==> config.mk <==
export PLATFORM = sky130hd
export DESIGN_NAME = pc_unit_pipeline
export DESIGN_NICKNAME = d
export VERILOG_FILES = /design/src/rtl/pc_pkg.sv /design/src/rtl/pc_perf_counter.sv /design/src/rtl/pc_unit_pipeline.sv
export SDC_FILE = /design/constraint.sdc
export NUM_CORES = 1
export LEC_CHECK = 0
export ABC_AREA = 0
export CAP_MARGIN = 10
export CELL_PAD_IN_SITES_DETAIL_PLACEMENT = 1
export CELL_PAD_IN_SITES_GLOBAL_PLACEMENT = 1
export CORE_MARGIN = 4
export CORE_UTILIZATION = 31
export DETAILED_ROUTE_END_ITERATION = 8
export GPL_TIMING_DRIVEN = 0
export PLACE_DENSITY_LB_ADDON = 0.1
export REMOVE_ABC_BUFFERS = 1
export SLEW_MARGIN = 10
export SYNTH_ARGS = -nofsm -noshare
export SYNTH_HDL_FRONTEND = slang
export SYNTH_SLANG_ARGS = --single-unit
==> constraint.sdc <==
create_clock -name clk -period 2.5 [get_ports clk]
set_input_delay 0.5 -clock clk [delete_from_list [all_inputs] [get_ports clk]]
set_output_delay 0.5 -clock clk [all_outputs]
set_load 0.03 [all_outputs]
==> src/rtl/pc_pkg.sv <==
// Shared definitions for the IF-stage program-counter unit: the sequencing
// state type, default reset/exception vectors and the redirect alignment
// mask helper.
package pc_pkg;

    typedef enum logic [1:0] {
        ST_BOOT   = 2'd0,
        ST_RUN    = 2'd1,
        ST_HALTED = 2'd2
    } pc_state_e;

    localparam logic [31:0] PC_RESET_VECTOR_DEF = 32'h0000_0000;
    localparam logic [31:0] PC_EXC_VECTOR_DEF   = 32'h8000_0004;

    // Widest PC the mask helper can describe; callers truncate to XLEN.
    localparam int unsigned PC_MASK_W = 64;

    // Clears the log2(inc) low bits; inc is a power of two.
    function automatic logic [PC_MASK_W-1:0] pc_align_mask(input int unsigned inc);
        return ~(PC_MASK_W'(inc) - PC_MASK_W'(1));
    endfunction

endpackage

==> src/rtl/pc_perf_counter.sv <==
// Wrapping event counter with async active-high reset; advances by one on
// every clock edge where en_i is high.
module pc_perf_counter #(
    parameter int unsigned CNT_W = 32
) (
    input  logic             clk,
    input  logic             reset,
    input  logic             en_i,
    output logic [CNT_W-1:0] count_o
);

    logic [CNT_W-1:0] count_q;
    logic [CNT_W-1:0] count_d;

    // Next count: increment when enabled, wrap is natural modulo 2^CNT_W.
    always_comb begin
        count_d = count_q;
        if (en_i) begin
            count_d = count_q + CNT_W'(1);
        end
    end

    // Count register.
    always_ff @(posedge clk or posedge reset) begin
        if (reset) begin
            count_q <= '0;
        end else begin
            count_q <= count_d;
        end
    end

    assign count_o = count_q;

endmodule

==> src/rtl/pc_unit_pipeline.sv <==
// IF-stage program counter: sequential advance, exception vectoring,
// branch/jump redirect, stall and halt/resume.
// Optional fetch performance counter enabled by defining PC_PERF_CNT_EN.
//
// state  | meaning
// BOOT   | one edge after reset release, pc held, no fetch issued
// RUN    | fetching, pc advances / redirects each edge
// HALTED | no fetch, pc held except for redirect or exception
module pc_unit_pipeline
    import pc_pkg::*;
#(
    parameter int unsigned       XLEN         = 32,
    parameter logic [XLEN-1:0]   RESET_VECTOR = XLEN'(PC_RESET_VECTOR_DEF),
    parameter logic [XLEN-1:0]   EXC_VECTOR   = XLEN'(PC_EXC_VECTOR_DEF),
    parameter int unsigned       INC          = 4,
    parameter int unsigned       CNT_W        = 32
) (
    input  logic            clk,
    input  logic            reset,
    input  logic            stall_i,
    input  logic            redirect_i,
    input  logic [XLEN-1:0] redirect_pc_i,
    input  logic            exc_req_i,
    input  logic            halt_i,
    input  logic            resume_i,
    output logic [XLEN-1:0] pc_o,
    output logic [XLEN-1:0] pc_plus_o,
    output logic            fetch_valid_o
`ifdef PC_PERF_CNT_EN
    ,
    output logic [CNT_W-1:0] fetch_count_o
`endif
);

    localparam logic [XLEN-1:0] ALIGN_MASK = XLEN'(pc_align_mask(INC));
    localparam logic [XLEN-1:0] INC_X      = XLEN'(INC);

    // Elaboration-time guard on parameters the arithmetic relies on.
    if (INC == 0 || (INC & (INC - 1)) != 0 || CNT_W == 0 || XLEN > PC_MASK_W) begin : g_param_check
        $error("pc_unit_pipeline: INC must be a power of two, CNT_W nonzero, XLEN <= 64");
    end

    pc_state_e       state_q;
    pc_state_e       state_d;
    logic [XLEN-1:0] pc_q;
    logic [XLEN-1:0] pc_d;
    logic            fetch_valid_q;
    logic            fetch_valid_d;
    logic [XLEN-1:0] redirect_aligned;

    assign redirect_aligned = redirect_pc_i & ALIGN_MASK;

    // Next-state and next-pc selection; priorities differ between RUN and HALTED.
    always_comb begin
        state_d = state_q;
        pc_d    = pc_q;
        unique case (state_q)
            ST_BOOT: begin
                state_d = ST_RUN;
            end
            ST_RUN: begin
                if (exc_req_i) begin
                    pc_d = EXC_VECTOR;
                end else if (redirect_i) begin
                    pc_d = redirect_aligned;
                end else if (halt_i) begin
                    state_d = ST_HALTED;
                end else if (!stall_i) begin
                    pc_d = pc_q + INC_X;
                end
            end
            ST_HALTED: begin
                if (exc_req_i) begin
                    pc_d    = EXC_VECTOR;
                    state_d = ST_RUN;
                end else if (resume_i) begin
                    state_d = ST_RUN;
                end else if (redirect_i) begin
                    pc_d = redirect_aligned;
                end
            end
            default: begin
                state_d = ST_BOOT;
            end
        endcase
        // Valid is registered so it tracks the state it will describe.
        fetch_valid_d = (state_d == ST_RUN);
    end

    // State, pc and fetch-valid registers.
    always_ff @(posedge clk or posedge reset) begin
        if (reset) begin
            state_q       <= ST_BOOT;
            pc_q          <= RESET_VECTOR;
            fetch_valid_q <= 1'b0;
        end else begin
            state_q       <= state_d;
            pc_q          <= pc_d;
            fetch_valid_q <= fetch_valid_d;
        end
    end

    assign pc_o          = pc_q;
    assign pc_plus_o     = pc_q + INC_X;
    assign fetch_valid_o = fetch_valid_q;

`ifdef PC_PERF_CNT_EN
    logic fetch_accept;

    // A fetch is accepted when it is offered and the hazard unit lets it through.
    assign fetch_accept = fetch_valid_q & ~stall_i;

    pc_perf_counter #(
        .CNT_W (CNT_W)
    ) u_perf_counter (
        .clk     (clk),
        .reset   (reset),
        .en_i    (fetch_accept),
        .count_o (fetch_count_o)
    );
`endif

endmodule

==> impl_metrics.csv <==
group,metric,value,unit
outcome,status,"finished, violations left",
floorplan,ioPinCount,104,
floorplan,coreArea,7848,um2
setup_path,crit_required,2000,ps
place,portBuffers,97,
place,gp_congestion,0.7490,
synth,synth_cell_types,56,
clock_network,cts.reportedPaths.clkPinSlew,70,ps
final_layout,final_area,4185,um2
setup_path,cp_slowest_cell,"or4_4",
routing,first_pass_iters,4,
synth,synth_common_cells,"33 x dfrtp_1, 32 x o21ai_0, 30 x nand2_1",
floorplan,start_util,0.3235,
sta,period_minus_slack,2540,ps
final_layout,synthToLayoutAreaGrowth,64.86,%
floorplan,num_rows,32,
synth,synth_ff_type,"dfrtp_1",
clock_network,cts_root_buffer,"clkbuf_8",
power,power.density,1251,nW/um2
sta,setup_viol,1,
synth,synth-seq-cells,33,
clock_network,numCtsBuffers,5,
setup_path,crit_arrival,2040,ps
place,placed_area,3566,um2
place,place_hpwl,6578,um
floorplan,die_area,9701,um2
routing,wire_per_inst,18.05,um
synth,async_flop_share,1.000,
routing,viasPerCell,5.272,
setup_path,path_buf_inv,1,
synth,syn_area,2539,um2
sta,skew,6.272,ps
clock_network,cts_max_level,2,
setup_path,worstSetupPathType,"flip-flop to output pin",
global_route,grt_pass1_vias,2958,
final_layout,layout-drive-gt1-share,0.2968,
flow_run,maxCapViolCount,0,
sta,finalCritPeriodShare,1.016,
sta,max_slew.worst_pin.slew,971.8,ps
sta,rsz0062_at_grt,"true",
sta,finalHoldViolations,0,
floorplan,die_w,98.50,um
clock_network,cts.sinks,33,
synth,synth.most_common_cell,"dfrtp_1",
synth,synth_area_leaders,"dfrtp_1 33%, xnor2_1 7.2%, o21ai_0 6.3%",
floorplan,fp.dieH,98.50,um
setup_path,critical-path-max-stage-delay,590,ps
power,peakVddDrop,0.5220,mV
final_layout,stdcell_count,540,
synth,avgSynthCellArea,8.137,um2
setup_path,cp_max_fo,7,
synth,synth-seq-area-share,0.3253,
sta,fin_ws,-39.89,ps
setup_path,path_cells,"and4_4 -> nand3_1 -> or4_4 -> xnor2_2 -> buf_6",
routing,ant_nets,0,
routing,drt_iter0_drc,55,
outcome,violations,"negative setup slack",
global_route,track_usage,0.2010,
power,design_power_total,5238,uW
setup_path,start_kind,"flip-flop",
synth,synth_edf_count,0,
global_route,grt_pass1_wl,15960,um
synth,yosysTopAreaCell,"dfrtp_1",
clock_network,clock_latency,290,ps
clock_network,cts_tree,"built",
global_route,antenna_found_initial,0,
global_route,grt_max_degree,35,
power,p_leak,0.001863,uW
sta,maxSlewHeadroom,0.3498,
synth,netlist_instances,312,
synth,synth_warnings,0,
routing,drc_errors,0,
final_layout,antennaDiodeCount,0,
place,dp.cells,492,
setup_path,end_kind,"output pin",
routing,routed_wl,9747,um
worst_hold_path,worstHoldPathType,"flip-flop to flip-flop",
global_route,grt-ovfl-total,0,
sta,slew_violations,0,
synth,yosys.area.top_type_share,0.3253,
routing,num_vias,2847,
clock_network,clock_path_buffers,2,
final_layout,fin_nets,481,
setup_path,cpLargestDelayFamily,"simple AND/OR/NAND/NOR gates",
sta,clock.fmax,393.7,MHz
==> logic make-up after synthesis <==
logic type / count (synthesis) / share of synthesized area
buf+inv: 38 / 0.06752
simple gates: 115 / 0.2449
flops: 33 / 0.3253
mux: 5 / 0.01971
fa+ha+maj: 5 / 0.02464
other cells: 1 / 0.001477
xor+xnor: 27 / 0.09315
compound gates: 88 / 0.2233
==> layer usage <==
metal / vias up / wire (um) / track usage
met4: 0 / 182 / 0.05042
li1: 1378 / - / -
met5: - / 0 / 0
met2: 84 / 4729 / 0.3292
met3: 14 / 483 / 0.04176
met1: 1371 / 4351 / 0.2718
==> where the power goes <==
part,total [uW],switching [uW],internal (uW),leakage (uW)
clock,543,218,325,0.0000585
combinational,3500,2030,1470,0.00140
sequential,1190,385,809,0.000402
total,5240,2630,2610,0.00186
==> metrics by stage <==
stage / hold WS [ps] / TNS (ps) / utilization / worst slack (ps)
global route: 596.8 / -577.4 / 0.5333 / -111.3
finish: 568.3 / -39.89 / 0.5333 / -39.89
global placement: 556.0 / -36750 / 0.4498 / -1539
CTS: 575.7 / -339.1 / 0.5008 / -93.23
detailed placement: 560.8 / -14260 / 0.4544 / -846.6
floorplan: 542.8 / -1536 / - / -276.7
==> worst paths after layout <==
kind | from | to | slack [ps] | cells after the start
worst max-delay path | pc_o[25]$_DFFE_PP0P_ | pc_plus_o[31] | -40 | 5
worst min-delay path | pc_o[7]$_DFFE_PP0P_ | pc_o[7]$_DFFE_PP0P_ | 570 | 2
worst max register to register | state_q[0]$_DFF_PP0_ | pc_o[28]$_DFFE_PP0P_ | 210 | 6
min in group asynchronous | reset | fetch_valid_o$_DFF_PP0_ | 660 | 2
worst min register to register | pc_o[7]$_DFFE_PP0P_ | pc_o[7]$_DFFE_PP0P_ | 570 | 2
max in group asynchronous | reset | pc_o[25]$_DFFE_PP0P_ | 1310 | 2
==> layout make-up <==
cell class,count,area (um2)
inverter,14,52.55
fill,934,3662
clock inverter,1,30.03
tap,102,127.6
timing repair buffer,139,1271
clock buffer,7,86.33
sequential,33,852.1
multi-input combinational,244,1765
==> layout by cell type (no fill, tap or decap), drive strengths merged, types with 5 or more instances in the layout <==
cell / instances
o21ai: 33
mux2i: 5
xnor2: 21
clkbuf: 9
a21oi: 18
dlygate4sd2: 5
and2: 9
and3: 9
and4: 5
xor2: 6
nand2: 31
o311ai: 5
nor2: 15
clkdlybuf4s50: 70
ha: 5
nand3: 12
buf: 56
nor3: 15
inv: 14
nand4: 6
dfrtp: 33
==> what timing repair did <==
item | in CTS | in global routing
hold buffers | 0 | 0
pin swaps | 10 | 16
setup buffers | 15 | 25
gates resized for setup | 145 | 42
endpoints found under the setup margin | 33 | 21
==> worst min-delay path, stage by stage (launching register included) <==
cell and delay, ps:
dfrtp_2 410, nand2_1 60, o21ai_0 60
==> flip-flops by register name, summed over array words and instances (netlist names) <==
signal,cells
pc_o,30
state_q,2
fetch_valid_o,1
(Power assumes the default switching activity.)
